### config.mk
export PLATFORM = sky130hd
export DESIGN_NAME = uart_csr_responder_flat
export DESIGN_NICKNAME = d
export VERILOG_FILES = /design/src/rtl/uart_csr_pkg.sv /design/src/rtl/uart_csr_responder_if.sv /design/src/rtl/uart_csr_fwd.sv /design/src/rtl/uart_csr_responder.sv /design/src/flat_wrapper.sv
export SDC_FILE = /design/constraint.sdc
export NUM_CORES = 1
export LEC_CHECK = 0
export CORE_MARGIN = 5
export CORE_UTILIZATION = 33
export DETAILED_ROUTE_END_ITERATION = 8
export PLACE_DENSITY = 0.95
export SLEW_MARGIN = 40
export SYNTH_ARGS = -nofsm -noshare
export SYNTH_HDL_FRONTEND = slang
export SYNTH_SLANG_ARGS = --single-unit
### constraint.sdc
create_clock -name clk -period 6.65 [get_ports clk]
set_input_delay 1.6625 -clock clk [delete_from_list [all_inputs] [get_ports clk]]
set_output_delay 1.6625 -clock clk [all_outputs]
set_load 0.01 [all_outputs]
### src/rtl/uart_csr_pkg.sv
// Shared constants, DFH layout, response codes and FSM states for the UART CSR responder.
package uart_csr_pkg;

  localparam logic [11:0] DFH_OFF        = 12'h000;
  localparam logic [11:0] GUID_L_OFF     = 12'h008;
  localparam logic [11:0] GUID_H_OFF     = 12'h010;
  localparam logic [11:0] UART_BASE_OFF  = 12'h100;
  localparam logic [11:0] UART_WIN_BYTES = 12'h020;

  localparam logic [1:0] RESP_OKAY   = 2'b00;
  localparam logic [1:0] RESP_SLVERR = 2'b10;

  typedef struct packed {
    logic [3:0]  feature_type;
    logic [18:0] reserved;
    logic        eol;
    logic [23:0] next_offset;
    logic [3:0]  rev;
    logic [11:0] id;
  } dfh_t;

  typedef enum logic [1:0] {
    ST_IDLE,
    ST_FWD,
    ST_BRESP,
    ST_RRESP
  } state_t;

  function automatic dfh_t build_dfh(input logic [11:0] id, input logic [3:0] rev,
                                     input logic [23:0] next_offset, input logic eol);
    dfh_t d;
    d.feature_type = 4'h3;
    d.reserved     = '0;
    d.eol          = eol;
    d.next_offset  = next_offset;
    d.rev          = rev;
    d.id           = id;
    return d;
  endfunction

endpackage

### src/rtl/uart_csr_responder_if.sv
// AXI4-Lite subordinate bus bundle for the UART CSR window.
interface uart_csr_responder_if #(
  parameter int ADDR_W = 12
);
  logic              s_awvalid;
  logic              s_awready;
  logic [ADDR_W-1:0] s_awaddr;
  logic              s_wvalid;
  logic              s_wready;
  logic [63:0]       s_wdata;
  logic [7:0]        s_wstrb;
  logic              s_bvalid;
  logic              s_bready;
  logic [1:0]        s_bresp;
  logic              s_arvalid;
  logic              s_arready;
  logic [ADDR_W-1:0] s_araddr;
  logic              s_rvalid;
  logic              s_rready;
  logic [63:0]       s_rdata;
  logic [1:0]        s_rresp;

  modport slave (
    input  s_awvalid, s_awaddr, s_wvalid, s_wdata, s_wstrb, s_bready,
    input  s_arvalid, s_araddr, s_rready,
    output s_awready, s_wready, s_bvalid, s_bresp,
    output s_arready, s_rvalid, s_rdata, s_rresp
  );

  modport master (
    output s_awvalid, s_awaddr, s_wvalid, s_wdata, s_wstrb, s_bready,
    output s_arvalid, s_araddr, s_rready,
    input  s_awready, s_wready, s_bvalid, s_bresp,
    input  s_arready, s_rvalid, s_rdata, s_rresp
  );
endinterface

### src/rtl/uart_csr_fwd.sv
// Byte-wide req/ack forward engine toward the UART core.
// Optional no-ack timeout enabled by UART_CSR_FWD_TIMEOUT_EN.
module uart_csr_fwd #(
  parameter int TIMEOUT_CYCLES = 256
) (
  input  logic       clk,
  input  logic       rst,
  input  logic       start,
  input  logic       start_we,
  input  logic [2:0] start_addr,
  input  logic [7:0] start_wdata,
  output logic       uart_req,
  output logic       uart_we,
  output logic [2:0] uart_addr,
  output logic [7:0] uart_wdata,
  input  logic       uart_ack,
  input  logic [7:0] uart_rdata,
  output logic       done,
  output logic       timeout,
  output logic [7:0] rdata_byte
);

  logic       busy_reg;
  logic       we_reg;
  logic [2:0] addr_reg;
  logic [7:0] wdata_reg;

  always_ff @(posedge clk) begin
    if (rst) begin
      busy_reg  <= 1'b0;
      we_reg    <= 1'b0;
      addr_reg  <= '0;
      wdata_reg <= '0;
    end else if (start) begin
      busy_reg  <= 1'b1;
      we_reg    <= start_we;
      addr_reg  <= start_addr;
      wdata_reg <= start_wdata;
    end else if (done || timeout) begin
      busy_reg  <= 1'b0;
    end
  end

  assign uart_req   = busy_reg;
  assign uart_we    = we_reg;
  assign uart_addr  = addr_reg;
  assign uart_wdata = wdata_reg;
  // An ack arriving while idle is a spurious strobe and never completes anything.
  assign done       = busy_reg & uart_ack;
  assign rdata_byte = uart_rdata;

`ifdef UART_CSR_FWD_TIMEOUT_EN
  localparam int CNT_W = $clog2(TIMEOUT_CYCLES + 1);

  logic [CNT_W-1:0] cnt_reg;

  always_ff @(posedge clk) begin
    if (rst || start) begin
      cnt_reg <= '0;
    end else if (busy_reg) begin
      cnt_reg <= cnt_reg + 1'b1;
    end
  end

  // Fires on the last waiting cycle; an ack in that same cycle still wins.
  assign timeout = busy_reg & ~uart_ack & (cnt_reg == CNT_W'(TIMEOUT_CYCLES - 1));
`else
  localparam int unused_timeout_cycles = TIMEOUT_CYCLES;
  assign timeout = 1'b0;
`endif

endmodule

### src/rtl/uart_csr_responder.sv
// AXI4-Lite target for the UART feature window: local DFH/GUID plus forwarded 16550 registers.
// Build option: UART_CSR_FWD_TIMEOUT_EN adds a forward timeout returning SLVERR.
module uart_csr_responder
  import uart_csr_pkg::*;
#(
  parameter int           ADDR_W          = 12,
  parameter logic [11:0]  FEATURE_ID      = 12'h024,
  parameter logic [3:0]   FEATURE_REV     = 4'h0,
  parameter logic [23:0]  NEXT_DFH_OFFSET = 24'h010000,
  parameter logic         END_OF_LIST     = 1'b0,
  parameter logic [127:0] FEATURE_GUID    = 128'h0,
  parameter int           TIMEOUT_CYCLES  = 256
) (
  input  logic       clk,
  input  logic       rst,
  uart_csr_responder_if.slave s_axil,
  output logic       uart_req,
  output logic       uart_we,
  output logic [2:0] uart_addr,
  output logic [7:0] uart_wdata,
  input  logic       uart_ack,
  input  logic [7:0] uart_rdata
);

  state_t      state_reg, state_next;
  logic [1:0]  bresp_reg, bresp_next;
  logic [1:0]  rresp_reg, rresp_next;
  logic [63:0] rdata_reg, rdata_next;

  logic [ADDR_W-1:0] aw_off, ar_off;
  logic        wr_both, wr_fire, rd_fire;
  logic        aw_uart, ar_uart, aw_lane_hi, strb_hit;
  logic        fwd_start, fwd_done, fwd_timeout;
  logic [7:0]  fwd_wdata_in, fwd_rbyte;
  logic [2:0]  fwd_addr_in;
  logic [63:0] dfh_word, local_rdata;

  function automatic logic in_uart_win(input logic [ADDR_W-1:0] a);
    return (a >= ADDR_W'(UART_BASE_OFF)) && (a < ADDR_W'(UART_BASE_OFF + UART_WIN_BYTES));
  endfunction

  // Byte-offset low bits are don't-care: misaligned accesses hit the containing word.
  assign aw_off     = {s_axil.s_awaddr[ADDR_W-1:2], 2'b00};
  assign ar_off     = {s_axil.s_araddr[ADDR_W-1:2], 2'b00};
  assign aw_uart    = in_uart_win(aw_off);
  assign ar_uart    = in_uart_win(ar_off);
  assign aw_lane_hi = s_axil.s_awaddr[2];
  assign strb_hit   = aw_lane_hi ? s_axil.s_wstrb[4] : s_axil.s_wstrb[0];

  assign wr_both = s_axil.s_awvalid & s_axil.s_wvalid;
  assign wr_fire = (state_reg == ST_IDLE) & wr_both;
  assign rd_fire = (state_reg == ST_IDLE) & s_axil.s_arvalid & ~wr_both;

  assign fwd_start    = (wr_fire & aw_uart & strb_hit) | (rd_fire & ar_uart);
  assign fwd_addr_in  = wr_fire ? s_axil.s_awaddr[4:2] : s_axil.s_araddr[4:2];
  assign fwd_wdata_in = aw_lane_hi ? s_axil.s_wdata[39:32] : s_axil.s_wdata[7:0];

  assign dfh_word = build_dfh(FEATURE_ID, FEATURE_REV, NEXT_DFH_OFFSET, END_OF_LIST);

  always_comb begin
    local_rdata = '0;
    if (ar_off == ADDR_W'(DFH_OFF)) begin
      local_rdata = dfh_word;
    end else if (ar_off == ADDR_W'(GUID_L_OFF)) begin
      local_rdata = FEATURE_GUID[63:0];
    end else if (ar_off == ADDR_W'(GUID_H_OFF)) begin
      local_rdata = FEATURE_GUID[127:64];
    end
  end

  uart_csr_fwd #(
    .TIMEOUT_CYCLES(TIMEOUT_CYCLES)
  ) u_fwd (
    .clk         (clk),
    .rst         (rst),
    .start       (fwd_start),
    .start_we    (wr_fire),
    .start_addr  (fwd_addr_in),
    .start_wdata (fwd_wdata_in),
    .uart_req    (uart_req),
    .uart_we     (uart_we),
    .uart_addr   (uart_addr),
    .uart_wdata  (uart_wdata),
    .uart_ack    (uart_ack),
    .uart_rdata  (uart_rdata),
    .done        (fwd_done),
    .timeout     (fwd_timeout),
    .rdata_byte  (fwd_rbyte)
  );

  always_ff @(posedge clk) begin
    if (rst) begin
      state_reg <= ST_IDLE;
      bresp_reg <= RESP_OKAY;
      rresp_reg <= RESP_OKAY;
      rdata_reg <= '0;
    end else begin
      state_reg <= state_next;
      bresp_reg <= bresp_next;
      rresp_reg <= rresp_next;
      rdata_reg <= rdata_next;
    end
  end

  always_comb begin
    state_next       = state_reg;
    bresp_next       = bresp_reg;
    rresp_next       = rresp_reg;
    rdata_next       = rdata_reg;
    s_axil.s_awready = 1'b0;
    s_axil.s_wready  = 1'b0;
    s_axil.s_arready = 1'b0;
    s_axil.s_bvalid  = 1'b0;
    s_axil.s_rvalid  = 1'b0;
    case (state_reg)
      ST_IDLE: begin
        // Write wins a same-cycle tie; the read keeps waiting with arready low.
        s_axil.s_awready = wr_both;
        s_axil.s_wready  = wr_both;
        s_axil.s_arready = s_axil.s_arvalid & ~wr_both;
        if (wr_fire) begin
          bresp_next = RESP_OKAY;
          state_next = (aw_uart && strb_hit) ? ST_FWD : ST_BRESP;
        end else if (rd_fire) begin
          rresp_next = RESP_OKAY;
          if (ar_uart) begin
            state_next = ST_FWD;
          end else begin
            rdata_next = local_rdata;
            state_next = ST_RRESP;
          end
        end
      end
      ST_FWD: begin
        if (fwd_done) begin
          if (uart_we) begin
            bresp_next = RESP_OKAY;
            state_next = ST_BRESP;
          end else begin
            rresp_next = RESP_OKAY;
            rdata_next = uart_addr[0] ? {24'h0, fwd_rbyte, 32'h0} : {56'h0, fwd_rbyte};
            state_next = ST_RRESP;
          end
        end else if (fwd_timeout) begin
          if (uart_we) begin
            bresp_next = RESP_SLVERR;
            state_next = ST_BRESP;
          end else begin
            rresp_next = RESP_SLVERR;
            rdata_next = '1;
            state_next = ST_RRESP;
          end
        end
      end
      ST_BRESP: begin
        s_axil.s_bvalid = 1'b1;
        if (s_axil.s_bready) state_next = ST_IDLE;
      end
      ST_RRESP: begin
        s_axil.s_rvalid = 1'b1;
        if (s_axil.s_rready) state_next = ST_IDLE;
      end
      default: state_next = ST_IDLE;
    endcase
  end

  assign s_axil.s_bresp = bresp_reg;
  assign s_axil.s_rresp = rresp_reg;
  assign s_axil.s_rdata = rdata_reg;

  logic unused_bits;
  assign unused_bits = ^{s_axil.s_awaddr[1:0], s_axil.s_araddr[1:0],
                         s_axil.s_wdata[63:40], s_axil.s_wdata[31:8],
                         s_axil.s_wstrb[7:5], s_axil.s_wstrb[3:1]};

endmodule

### src/flat_wrapper.sv
// flat-port wrapper written by rule: the top's interface ports become plain ports
module uart_csr_responder_flat import uart_csr_pkg::*;
#(
  parameter int           ADDR_W          = 12,
  parameter logic [11:0]  FEATURE_ID      = 12'h024,
  parameter logic [3:0]   FEATURE_REV     = 4'h0,
  parameter logic [23:0]  NEXT_DFH_OFFSET = 24'h010000,
  parameter logic         END_OF_LIST     = 1'b0,
  parameter logic [127:0] FEATURE_GUID    = 128'h0,
  parameter int           TIMEOUT_CYCLES  = 256
)
  (clk, rst, uart_req, uart_we, uart_addr, uart_wdata, uart_ack, uart_rdata, s_axil_s_awvalid, s_axil_s_awaddr, s_axil_s_wvalid, s_axil_s_wdata, s_axil_s_wstrb, s_axil_s_bready, s_axil_s_arvalid, s_axil_s_araddr, s_axil_s_rready, s_axil_s_awready, s_axil_s_wready, s_axil_s_bvalid, s_axil_s_bresp, s_axil_s_arready, s_axil_s_rvalid, s_axil_s_rdata, s_axil_s_rresp);
  uart_csr_responder_if #(.ADDR_W(ADDR_W)) s_axil_i ();
  input  logic clk;
  input  logic rst;
  output logic uart_req;
  output logic uart_we;
  output logic [2:0] uart_addr;
  output logic [7:0] uart_wdata;
  input  logic uart_ack;
  input  logic [7:0] uart_rdata;
  input wire logic [$bits(s_axil_i.s_awvalid)-1:0] s_axil_s_awvalid;
  input wire logic [$bits(s_axil_i.s_awaddr)-1:0] s_axil_s_awaddr;
  input wire logic [$bits(s_axil_i.s_wvalid)-1:0] s_axil_s_wvalid;
  input wire logic [$bits(s_axil_i.s_wdata)-1:0] s_axil_s_wdata;
  input wire logic [$bits(s_axil_i.s_wstrb)-1:0] s_axil_s_wstrb;
  input wire logic [$bits(s_axil_i.s_bready)-1:0] s_axil_s_bready;
  input wire logic [$bits(s_axil_i.s_arvalid)-1:0] s_axil_s_arvalid;
  input wire logic [$bits(s_axil_i.s_araddr)-1:0] s_axil_s_araddr;
  input wire logic [$bits(s_axil_i.s_rready)-1:0] s_axil_s_rready;
  output wire logic [$bits(s_axil_i.s_awready)-1:0] s_axil_s_awready;
  output wire logic [$bits(s_axil_i.s_wready)-1:0] s_axil_s_wready;
  output wire logic [$bits(s_axil_i.s_bvalid)-1:0] s_axil_s_bvalid;
  output wire logic [$bits(s_axil_i.s_bresp)-1:0] s_axil_s_bresp;
  output wire logic [$bits(s_axil_i.s_arready)-1:0] s_axil_s_arready;
  output wire logic [$bits(s_axil_i.s_rvalid)-1:0] s_axil_s_rvalid;
  output wire logic [$bits(s_axil_i.s_rdata)-1:0] s_axil_s_rdata;
  output wire logic [$bits(s_axil_i.s_rresp)-1:0] s_axil_s_rresp;
  assign s_axil_i.s_awvalid = s_axil_s_awvalid;
  assign s_axil_i.s_awaddr = s_axil_s_awaddr;
  assign s_axil_i.s_wvalid = s_axil_s_wvalid;
  assign s_axil_i.s_wdata = s_axil_s_wdata;
  assign s_axil_i.s_wstrb = s_axil_s_wstrb;
  assign s_axil_i.s_bready = s_axil_s_bready;
  assign s_axil_i.s_arvalid = s_axil_s_arvalid;
  assign s_axil_i.s_araddr = s_axil_s_araddr;
  assign s_axil_i.s_rready = s_axil_s_rready;
  assign s_axil_s_awready = s_axil_i.s_awready;
  assign s_axil_s_wready = s_axil_i.s_wready;
  assign s_axil_s_bvalid = s_axil_i.s_bvalid;
  assign s_axil_s_bresp = s_axil_i.s_bresp;
  assign s_axil_s_arready = s_axil_i.s_arready;
  assign s_axil_s_rvalid = s_axil_i.s_rvalid;
  assign s_axil_s_rdata = s_axil_i.s_rdata;
  assign s_axil_s_rresp = s_axil_i.s_rresp;
  uart_csr_responder #(.ADDR_W(ADDR_W), .FEATURE_ID(FEATURE_ID), .FEATURE_REV(FEATURE_REV), .NEXT_DFH_OFFSET(NEXT_DFH_OFFSET), .END_OF_LIST(END_OF_LIST), .FEATURE_GUID(FEATURE_GUID), .TIMEOUT_CYCLES(TIMEOUT_CYCLES)) u_core (.clk(clk), .rst(rst), .s_axil(s_axil_i), .uart_req(uart_req), .uart_we(uart_we), .uart_addr(uart_addr), .uart_wdata(uart_wdata), .uart_ack(uart_ack), .uart_rdata(uart_rdata));
endmodule
==> metrics.md <==
| Metric | Value |
|---|---|
| Outcome | finished, final reports clean |
| Vias in the first global route | about 1700 |
| Hold Crit Endpoint | u_core.s_axil.s_rdata[35]$_SDFFE_PP0P_ |
| Crit path buf inv count | 2 |
| PostCTS Resize Cnt | 0 |
| Setup CP Type | primary input to output port |
| CTS Sinks | 32 |
| R2r worst-path depth | 4 |
| GR peak layer | met2 |
| Via density | 4.678 |
| Global placer's final weighted congestion | 0.7113 |
| Tcrit/Tclk final | between 70% and 80% |
| Cell Int Power | 353.5 uW |
| Hpwl dp | between 4000 and 5000 um |
| CTS tree | done |
| Critical path required time | 4.99 ns |
| Min cycle time layout | 5.003 ns |
| Most frequent cells in the layout | clkdlybuf4s50_1 (88), conb_1 (50), dfxtp_1 (32) |
| GR met2 Demand/Resource | 23.73% |
| Final setup viols | 0 |
| Hold buffers post-CTS | 0 |
| Nets | 422 |
| Worst hold path type | flip-flop to flip-flop |
| RSZ-0062 raised after global routing | false |
| Clock Power Share | about a third |
| Initial antenna violation count | 0 |
| Pwr Density | 173.7 nW/um^2 |
| Largest family of logic cells by synthesized area | buffers and inverters |
| Crit path cell chain | clkdlybuf4s50_1 -> a211oi_1 -> and2_1 -> clkdlybuf4s50_1 |
| Sequential power share | a little over two fifths |
| Synth cell types | 38 |
| CP max stage delay | 0.60 ns |
| Hold Crit Start | u_core.s_axil.s_rdata[35]$_SDFFE_PP0P_ |
| Commonest non-fill, non-tap cell in the layout | clkdlybuf4s50_1 |
| Leakage power | around 0.0012 uW |
| Max Slew Vio Count | 0 |
| Mapped cell area | 2039 sq um |
| CP max-delay cell | clkdlybuf4s50_1 |
| Synth Area in Compound Gates | 14.48% |
| First-pass DRT Iterations | 5 |
| Sequential element share of the synthesized area | 31.41% |
| Delay-heaviest family, CP | buffers and inverters |
| Reg2reg end | u_core.u_fwd.uart_wdata[5]$_SDFFE_PP0P_ |
| Die Span Y | 88.62 um |
| Crit start category | primary input |
| Storage cell area | about 640 sq um |
| Syn Inst Count | around 230 |
| Post-CTS setup buffer count | 0 |
| Post-Synth XOR/XNOR Area | 0% |
| Die X | 88.62 um |
| Die area | 7853 sq um |
| GRT Total Usage | 14.40% |
| Footprint of the multi-input gates | approximately 1100 sq um |
| Crit path arrival time | 3.34 ns |
| Max Clk Rate | between 0.15 and 0.2 GHz |
| Max Root-Sink Buffers | 2 |
| Vias | roughly 1800 |
| Filler cells | 574 |
| Detail Route Antenna Nets | 0 |
| Final setup skew | about 0.0034 ns |
| Synth Area in Simple Gates | 16.75% |
| R2R setup slack | around 4.4 ns |
| Diodes inserted | 0 |
| P&R area growth vs syn | 38.77% |
| Grt total ovfl | 0 |
| Clock slew at reported path FFs | 0.07 ns |
| Max FFs per register | 17 |
| Starting density of the core | 34.24% |
| First DRT Iteration DRCs | 47 |
| P_sw | 138.1 uW |
| Synth Area in Adders | 0% |
| Worst path most repeated cell | clkdlybuf4s50_1 |
| First-pass GRT wire length | 8411 um |
| Rel. slew slack | 58.25% |
| YS warnings | 0 |
| Grt met3 use | between 6 and 7% |
| Post-Route WL | 5597 um |
| Root buffer selected by CTS | clkbuf_8 |
| Global-route met1 utilization | 15.67% |
| # rows | 28 |
| # H-tree levels | 2 |
| Total of max-cap violations | 0 |
| Port bufs | between 80 and 90 |
| Mean Syn Cell Area | 8.829 sq um |
| Multiplexer area fraction after synthesis | 13.25% |
| Layout cells sized above 1 | 5.484% |
| Pin count of the biggest net entering global routing | 33 |
| Register bit total from synthesis | 32 |
| Hold Path Cell Cnt | 2 |
| Critical path capture point type | output port |
| Crit path max fanout | 6 |
| Slew @ Worst Pin | 0.6244 ns |
| Final Hold Violating Endpoints | 0 |
| Cts bufs inserted | 5 |
| Wire per inst | ~15 um |
| Net switching share of the total power | 28.10% |
| Comb power frac | 24.7% |
| Number of top-level pins | about 200 |
| Reg-to-Reg Start | u_core.state_reg[0]$_SDFFE_PP0P_ |
| Latest clock arrival within the worst-skew pair | 0.28 ns |
| Hold_ws | 0.4644 ns |
| Sum Neg Setup Slack | 0 ns |
| Post-route DRC | 0 |
| Peak supply drop | 0.09025 mV |
| Core area | ~6000 sq um |
through the flow:
stage / utilization [%] / area, sq um / instances / setup WS [ns] / power (uW)
after global placement: 45.86 / 2731 / 378 / 1.689 / 328.6
after global routing: 47.52 / 2830 / 385 / 1.568 / 519.8
after floorplan: - / 2223 / 280 / 2.689 / 301.3
after detailed placement: 45.90 / 2734 / 378 / 1.641 / 331.7
after CTS: 47.52 / 2830 / 385 / 1.637 / 498.0
final: 47.52 / 2830 / 385 / 1.647 / 491.7
synth_stat cells, drive strengths merged:
master	number	area (sq um)
or4b	1	10.01
mux2i	27	270.3
conb	1	3.750
a31o	8	70.07
a21oi	6	33.78
dfxtp	32	640.6
a211oi	15	112.6
o21ai	1	5.000
a32o	1	10.01
nand4bb	1	11.26
nand4	4	25.02
or3	1	6.260
and2	3	21.27
nand3	4	20.02
clkbuf	7	26.28
and3	1	6.260
and4	1	8.760
inv	3	11.26
nor4	3	18.77
nor3	1	5.000
nor3b	1	7.510
nor2	5	18.77
o2111ai	1	8.760
nand2b	2	12.51
o32a	1	10.01
nand4b	1	8.760
or4	1	11.26
a21o	1	7.510
nor2b	6	37.54
or2b	1	7.510
buf	59	450.4
o31ai	3	37.54
nand2	28	105.1
worst max path at each step:
| stage | slack, ns | from | depth (start not counted) | end |
|---|---|---|---|---|
| after global routing | 1.57 | s_axil_s_awvalid | 4 | s_axil_s_arready |
| after CTS | 1.64 | s_axil_s_awvalid | 4 | s_axil_s_wready |
| after detailed placement | 1.64 | s_axil_s_awvalid | 4 | s_axil_s_wready |
| after global placement | 1.69 | s_axil_s_awvalid | 4 | s_axil_s_awready |
| after floorplan | 2.69 | s_axil_s_awvalid | 3 | s_axil_s_arready |
| final | 1.65 | s_axil_s_awvalid | 4 | s_axil_s_arready |
power by group through the flow:
stage	sequential [uW]	clock (uW)	combinational [uW]
after floorplan	207	0	94.0
after global placement	210	0	118
after detailed placement	211	0	121
after CTS	206	170	121
after global routing	208	181	131
final	206	164	121
cell type report:
cell class	count	area share (%)
tap	75	3.316
multi-input combinational	179	38.95
sequential	32	22.63
clock buffer	7	3.404
inverter	3	0.3979
timing repair buffer	89	31.30
layer usage:
metal,part of all wire (%),vias up
met2,46,105
met3,12,11
met1,39,822
met5,0,-
met4,2.6,0
li1,-,863
kinds of logic (layout without fill, tap and decap cells):
group,Yosys count,in the layout
flip-flops,32,32
AND/OR/NAND/NOR,65,65
other,1,50
multiplexers,27,27
AO/OA/AOI/OAI,37,37
buffers and inverters,69,99
worst reg2reg max path, delay by kind of cell (launching register included):
kind	cells	cell delay, ns
compound gates	1	0.26
flops	1	0.40
simple gates	3	1.50
No activity file was read; power rests on OpenSTA's default activity.
